$ cat config.mk
export PLATFORM = sky130hd
export DESIGN_NAME = fp_addsub_pipe
export DESIGN_NICKNAME = d
export VERILOG_FILES = /design/src/rtl/fp_addsub_pipe.sv
export SDC_FILE = /design/constraint.sdc
export NUM_CORES = 1
export LEC_CHECK = 0
export BUFFER_PORTS_ARGS = -buffer_cell sky130_fd_sc_hd__buf_2
export CAP_MARGIN = 20
export CORE_MARGIN = 8
export CORE_UTILIZATION = 50
export DETAILED_ROUTE_END_ITERATION = 10
export GPL_TIMING_DRIVEN = 0
export PLACE_DENSITY_LB_ADDON = 0.2
export SETUP_SLACK_MARGIN = 0.3
export SLEW_MARGIN = 20
export SYNTH_ARGS = -nofsm -noshare
export SYNTH_HDL_FRONTEND = slang
export SYNTH_SLANG_ARGS = --single-unit
$ cat constraint.sdc
create_clock -name clk -period 6.4 [get_ports clk]
set_clock_uncertainty 0.05 [all_clocks]
set_input_delay 0.32 -clock clk [delete_from_list [all_inputs] [get_ports clk]]
set_output_delay 0.32 -clock clk [all_outputs]
set_load 0.05 [all_outputs]
$ cat src/rtl/fp_addsub_pipe.sv
// Pipelined minifloat adder/subtractor: align, add, normalize/round, then a
// result register. Denormals flush to zero; saturates instead of producing Inf.
module fp_addsub_pipe #(
  parameter int EXP_W = 4,
  parameter int MAN_W = 3,
  parameter int BIAS  = 7
) (
  input  logic                 clk,
  input  logic                 rst_n,
  input  logic                 ena,
  input  logic                 in_valid,
  output logic                 in_ready,
  input  logic [EXP_W+MAN_W:0] in_a,
  input  logic [EXP_W+MAN_W:0] in_b,
  input  logic                 in_sub,
  output logic                 out_valid,
  input  logic                 out_ready,
  output logic [EXP_W+MAN_W:0] out_result,
  output logic [3:0]           out_flags
);
  localparam int W     = 1 + EXP_W + MAN_W;
  localparam int ALN_W = MAN_W + 4;
  localparam int SUM_W = MAN_W + 5;
  localparam int LZ_W  = $clog2(SUM_W);
  localparam int E_W   = EXP_W + LZ_W + 2;
  localparam int DMAX  = MAN_W + 3;
  localparam logic signed [E_W-1:0] EMAX = E_W'(2**EXP_W - 1);

  if (EXP_W < 3 || MAN_W < 2 || BIAS < 1 || BIAS >= 2**EXP_W - 1) begin : g_bad_param
    $error("fp_addsub_pipe: unsupported EXP_W/MAN_W/BIAS");
  end

  function automatic logic [MAN_W+1:0] rne(input logic [ALN_W-1:0] n);
    logic up;
    up = n[2] & (n[1] | n[0] | n[3]);
    return {1'b0, n[ALN_W-1:3]} + {{(MAN_W+1){1'b0}}, up};
  endfunction

  function automatic logic [W-1:0] sat_max(input logic s);
    return {s, {EXP_W{1'b1}}, {MAN_W{1'b1}}};
  endfunction

  function automatic logic [LZ_W-1:0] lzc(input logic [ALN_W-1:0] v);
    logic [LZ_W-1:0] c;
    c = LZ_W'(ALN_W);
    for (int i = 0; i < ALN_W; i++)
      if (v[i]) c = LZ_W'(ALN_W - 1 - i);
    return c;
  endfunction

  logic stall;
  logic out_valid_q;
  logic [W-1:0] out_result_q;
  logic [3:0] out_flags_q;

  assign stall      = ~ena | (out_valid_q & ~out_ready);
  assign in_ready   = ~stall;
  assign out_valid  = out_valid_q;
  assign out_result = out_result_q;
  assign out_flags  = out_flags_q;

  // ---- stage 1: swap, hidden bit, alignment shift with sticky
  logic             a_s, b_s, a_z, b_z, swap, l_s, s_s;
  logic [EXP_W-1:0] a_e, b_e, l_e, s_e, diff;
  logic [MAN_W-1:0] a_m, b_m, l_m, s_m;
  logic [2*MAN_W+5:0] s_wide;
  logic             sgn_p1_d, sub_p1_d, byp_p1_d, bypz_p1_d;
  logic [ALN_W-1:0] lsig_p1_d, ssig_p1_d;
  logic [W-1:0]     bypv_p1_d;

  assign a_s = in_a[W-1];
  assign b_s = in_b[W-1] ^ in_sub;
  assign a_e = in_a[W-2 -: EXP_W];
  assign b_e = in_b[W-2 -: EXP_W];
  assign a_m = in_a[MAN_W-1:0];
  assign b_m = in_b[MAN_W-1:0];
  assign a_z = (a_e == '0);
  assign b_z = (b_e == '0);

  always_comb begin
    swap   = {b_e, b_m} > {a_e, a_m};
    l_s    = swap ? b_s : a_s;
    s_s    = swap ? a_s : b_s;
    l_e    = swap ? b_e : a_e;
    s_e    = swap ? a_e : b_e;
    l_m    = swap ? b_m : a_m;
    s_m    = swap ? a_m : b_m;
    diff   = l_e - s_e;
    s_wide = {1'b1, s_m, {(MAN_W+5){1'b0}}} >> diff;
    if (32'(diff) >= DMAX) ssig_p1_d = {{(ALN_W-1){1'b0}}, 1'b1};
    else ssig_p1_d = {s_wide[2*MAN_W+5 -: MAN_W+3], |s_wide[MAN_W+2:0]};
    lsig_p1_d = {1'b1, l_m, 3'b000};
    sgn_p1_d  = l_s;
    sub_p1_d  = l_s ^ s_s;
    byp_p1_d  = a_z | b_z;
    bypz_p1_d = a_z & b_z;
    // A zero operand passes the other through untouched (B with in_sub applied).
    if (a_z & b_z) bypv_p1_d = '0;
    else if (a_z)  bypv_p1_d = {b_s, b_e, b_m};
    else           bypv_p1_d = in_a;
  end

  logic             vld_p1_q, sgn_p1_q, sub_p1_q, byp_p1_q, bypz_p1_q;
  logic [EXP_W-1:0] exp_p1_q;
  logic [ALN_W-1:0] lsig_p1_q, ssig_p1_q;
  logic [W-1:0]     bypv_p1_q;

  // ---- stage 2: magnitude add or subtract (L >= S, never negative)
  logic [SUM_W-1:0] sum_p2_d;
  assign sum_p2_d = sub_p1_q ? ({1'b0, lsig_p1_q} - {1'b0, ssig_p1_q})
                             : ({1'b0, lsig_p1_q} + {1'b0, ssig_p1_q});

  logic             vld_p2_q, sgn_p2_q, byp_p2_q, bypz_p2_q;
  logic [EXP_W-1:0] exp_p2_q;
  logic [SUM_W-1:0] sum_p2_q;
  logic [W-1:0]     bypv_p2_q;

  // ---- stage 3: normalize, round to nearest even, saturate/flush
  logic [ALN_W-1:0]      n_p3;
  logic [LZ_W-1:0]       lz_p3;
  logic signed [E_W-1:0] e_p3;
  logic [MAN_W+1:0]      rsig_p3;
  logic [MAN_W-1:0]      man_p3;
  logic                  inx_p3;
  logic [W-1:0]          res_p3_d;
  logic [3:0]            flg_p3_d;

  always_comb begin
    n_p3     = '0;
    lz_p3    = '0;
    e_p3     = '0;
    rsig_p3  = '0;
    man_p3   = '0;
    inx_p3   = 1'b0;
    res_p3_d = '0;
    flg_p3_d = '0;
    if (byp_p2_q) begin
      res_p3_d = bypv_p2_q;
      flg_p3_d = {3'b000, bypz_p2_q};
    end else if (sum_p2_q == '0) begin
      flg_p3_d = 4'b0001;
    end else begin
      if (sum_p2_q[SUM_W-1]) begin
        n_p3 = {sum_p2_q[SUM_W-1:2], |sum_p2_q[1:0]};
        e_p3 = E_W'(exp_p2_q) + E_W'(1);
      end else begin
        lz_p3 = lzc(sum_p2_q[ALN_W-1:0]);
        n_p3  = sum_p2_q[ALN_W-1:0] << lz_p3;
        e_p3  = E_W'(exp_p2_q) - E_W'(lz_p3);
      end
      inx_p3  = |n_p3[2:0];
      rsig_p3 = rne(n_p3);
      if (rsig_p3[MAN_W+1]) begin
        e_p3   = e_p3 + E_W'(1);
        man_p3 = rsig_p3[MAN_W:1];
      end else begin
        man_p3 = rsig_p3[MAN_W-1:0];
      end
      if (e_p3 > EMAX) begin
        res_p3_d = sat_max(sgn_p2_q);
        flg_p3_d = 4'b1010;
      end else if (e_p3[E_W-1] || e_p3 == '0) begin
        flg_p3_d = 4'b0111;
      end else begin
        res_p3_d = {sgn_p2_q, e_p3[EXP_W-1:0], man_p3};
        flg_p3_d = {2'b00, inx_p3, 1'b0};
      end
    end
  end

  always_ff @(posedge clk or negedge rst_n) begin
    if (!rst_n) begin
      vld_p1_q     <= 1'b0;
      vld_p2_q     <= 1'b0;
      out_valid_q  <= 1'b0;
      out_result_q <= '0;
      out_flags_q  <= '0;
    end else if (!stall) begin
      vld_p1_q    <= in_valid;
      vld_p2_q    <= vld_p1_q;
      out_valid_q <= vld_p2_q;
      if (vld_p2_q) begin
        out_result_q <= res_p3_d;
        out_flags_q  <= flg_p3_d;
      end
    end
  end

  // Datapath registers load only with valid data and need no reset.
  always_ff @(posedge clk) begin
    if (!stall && in_valid) begin
      sgn_p1_q  <= sgn_p1_d;
      sub_p1_q  <= sub_p1_d;
      exp_p1_q  <= l_e;
      lsig_p1_q <= lsig_p1_d;
      ssig_p1_q <= ssig_p1_d;
      byp_p1_q  <= byp_p1_d;
      bypz_p1_q <= bypz_p1_d;
      bypv_p1_q <= bypv_p1_d;
    end
    if (!stall && vld_p1_q) begin
      sgn_p2_q  <= sgn_p1_q;
      exp_p2_q  <= exp_p1_q;
      sum_p2_q  <= sum_p2_d;
      byp_p2_q  <= byp_p1_q;
      bypz_p2_q <= bypz_p1_q;
      bypv_p2_q <= bypv_p1_q;
    end
  end
endmodule

==> results.sh <==
export IMPL_holdCritPathClass="input port to register"
export IMPL_synth_top_cells_by_count="edfxtp_1, inv_1, nand2_1"
export IMPL_area_growth_pct=12.2
export IMPL_wl_um=8060
export IMPL_cts_clk_slew_worst_paths_ns=0.07
export IMPL_post_cts_buffers=0
export IMPL_synth_top_cells_by_area="edfxtp_1, dfrtp_1, ha_1, inv_1, o21ai_0"
export IMPL_core_um2=8090
export IMPL_dominantRegCellSynth="edfxtp_1"
export IMPL_cts_tree="yes"
export IMPL_yosysTopAreaCell="edfxtp_1"
export IMPL_drv_slew=0
export IMPL_cp_num_cells=14
export IMPL_grtUsageMet2_pct=23.9
export IMPL_synth_seq_cells=64
export IMPL_nets=488
export IMPL_placedCellCount=536
export IMPL_tightest_slew_ns=0.933
export IMPL_use_met1_pct=19.2
export IMPL_maxCapViolations=0
export IMPL_worstSetupPathType="register to register"
export IMPL_status="finished, final reports clean"
export IMPL_h_tree_depth=3
export IMPL_root_buffer="clkbuf_8"
export IMPL_holdWs_ns=0.185
export IMPL_r2r_cells=14
export IMPL_gp_congestion=0.899
export IMPL_finalNonFillerCells=553
export IMPL_period_needed_ns=3.82
export IMPL_synth_edff_count=49
export IMPL_ys_types=66
export IMPL_hold_viol=0
export IMPL_synth_nets=441
export IMPL_die_x_um=106
export IMPL_dr_first_iter_drc_count=127
export IMPL_io_buffers=35
export IMPL_slew_headroom_pct=37.8
export IMPL_diodes=0
export IMPL_cts_buffer_depth=2
export IMPL_grt_overflow=0
export IMPL_p_per_area_nw_per_um2=327
export IMPL_worstHoldEndpoint="vld_p1_q"
export IMPL_grt_setup_unrepaired="false"
export IMPL_setup_ws_ns=2.58
export IMPL_io_pins=36
export IMPL_slowest_stage="or4_1"
export IMPL_r2r_start="sum_p2_q[4]"
export IMPL_clock_sinks=64
export IMPL_yosys_warnings=0
export IMPL_post_route_period_util_pct=59.6
export IMPL_path_delay_family="adder cells"
export IMPL_cpPeakStageDelay_ns=0.57
export IMPL_grt_pass1_vias=3027
export IMPL_dr_pass1_iters=4
export IMPL_critPathRequiredTime_ns=6.57
export IMPL_yosysSeqAreaShare_pct=45.1
export IMPL_grt_busiest_layer="met2"
export IMPL_avgSynthCellArea_um2=10.3
export IMPL_syn_inst=396
export IMPL_wl_per_cell_um=14.6
export IMPL_die_h_um=106
export IMPL_reg2reg_slack_ns=2.58
export IMPL_max_clock_freq_mhz=262
export IMPL_start_util_pct=50.6
export IMPL_clock_latency_ns=0.33
export IMPL_synth_area_um2=4090
export IMPL_critPathCaptureType="register"
export IMPL_dp_slack_ns=2.56
export IMPL_path_max_fanout=9
export IMPL_yosys_area_top_type_share_pct=35.9
export IMPL_cp_start_kind="register"
export IMPL_crit_arrival_ns=3.99
export IMPL_fin_util_pct=56.8
export IMPL_postCtsHoldBufs=1
export IMPL_fin_tns_setup_ns=0
export IMPL_grt_pass1_wl_um=13800
export IMPL_vias=3107
export IMPL_dp_hpwl_um=6160
export IMPL_grt_max_degree=27
export IMPL_cts_made_buffers=9
export IMPL_antenna_found_initial=0
export IMPL_dieArea_um2=11300
export IMPL_synthArstFlopShare_pct=23.4
export IMPL_rr_endpoint="out_result[1]"
export IMPL_drc_errors=0
export IMPL_power_leakage_uw=0.00185
export IMPL_grtUsageMet3_pct=2.84
export IMPL_drive_gt1_share_pct=18.5
export IMPL_worstHoldStart="in_valid"
export IMPL_grt_total_usage_pct=14.9
export IMPL_num_rows=33
export IMPL_ir_drop_uv=109
export IMPL_synth_most_common_cell="edfxtp_1"
export IMPL_crit_chain="buf_2 > inv_1 > o21ai_0 > a21oi_1 > ha_1 > fa_1 > mux2i_1 > ha_1 > and2_1 > nand2_1 > or4_1 > a32oi_4 > nor4b_1 > o22a_1"
export IMPL_path_buf_inv=2
export IMPL_cts_resized=0
export IMPL_finalSetupViolCount=0
export IMPL_min_path_cells=2
export IMPL_post_drt_via_cell_ratio=5.62
export IMPL_drtAntennaViolNets=0
export IMPL_path_common_cell="ha_1"
## layout by cell type (no fill, tap or decap), types with 15 or more instances in the layout
cell	n
a21oi_1	21
buf_2	42
dfrtp_1	15
edfxtp_1	49
ha_1	21
inv_1	35
nand2_1	30
nor2_1	21
o21ai_0	24
## layer usage
metal	routed length, um	part of all wire [%]	vias to the layer above
met2	3800	47	60
met5	0	0	-
li1	-	-	1550
met1	3850	48	1482
met4	150	1.9	0
met3	266	3.3	15
## layout make-up
class / count / area [um2]
clock inverters: 5 / 30.0
flip-flops and latches: 64 / 1850
clock buffers: 11 / 153
repair buffers: 36 / 185
plain buffers: 18 / 110
well taps: 105 / 131
multi-input cells: 279 / 2010
fillers: 723 / 3500
inverters: 35 / 131
## logic make-up (layout without fill, tap and decap cells)
kind of cell / count (synthesis) / after routing / synth area share, %
flops: 64 / 64 / 45.1
compound gates: 105 / 105 / 17.3
xor+xnor: 13 / 13 / 2.96
mux: 21 / 21 / 5.78
simple gates: 117 / 117 / 15.5
fa+ha+maj: 23 / 23 / 7.40
buf+inv: 53 / 105 / 5.90
## state kept, by name, summed over array words and instances (netlist names)
signal	count
ssig_p1_q	7
sum_p2_q	8
exp_p2_q	4
bypv_p2_q	8
byp_p1_q	1
out_valid	1
vld_p1_q	1
sgn_p1_q	1
byp_p2_q	1
bypv_p1_q	8
bypz_p1_q	1
out_flags	4
exp_p1_q	4
sgn_p2_q	1
bypz_p2_q	1
out_result	8
sub_p1_q	1
lsig_p1_q	3
vld_p2_q	1
## power breakdown
group	internal [uW]	leakage (uW)	total (uW)	switching (uW)
clock	163	0.0000985	313	150
sequential	543	0.000634	581	38.6
combinational	207	0.00112	607	399
## worst max-delay path by stage
stage	start	endpoint
after detailed placement	in_a[4]	ssig_p1_q[1]
after global routing	sum_p2_q[4]	out_result[1]
after floorplan	sum_p2_q[0]	out_result[1]
after global placement	in_a[4]	ssig_p1_q[1]
after CTS	sum_p2_q[4]	out_result[1]
final	sum_p2_q[4]	out_result[1]
## per-stage QoR
stage | instance area [um2] | power, uW
6_report | 4590 | 1500
5_1_grt | 4590 | 1600
4_1_cts | 4590 | 1510
3_5_place_dp | 4400 | 1200
3_3_place_gp | 4400 | 1180
2_1_floorplan | 4090 | 1060
No activity file was read; power rests on OpenSTA's default activity.
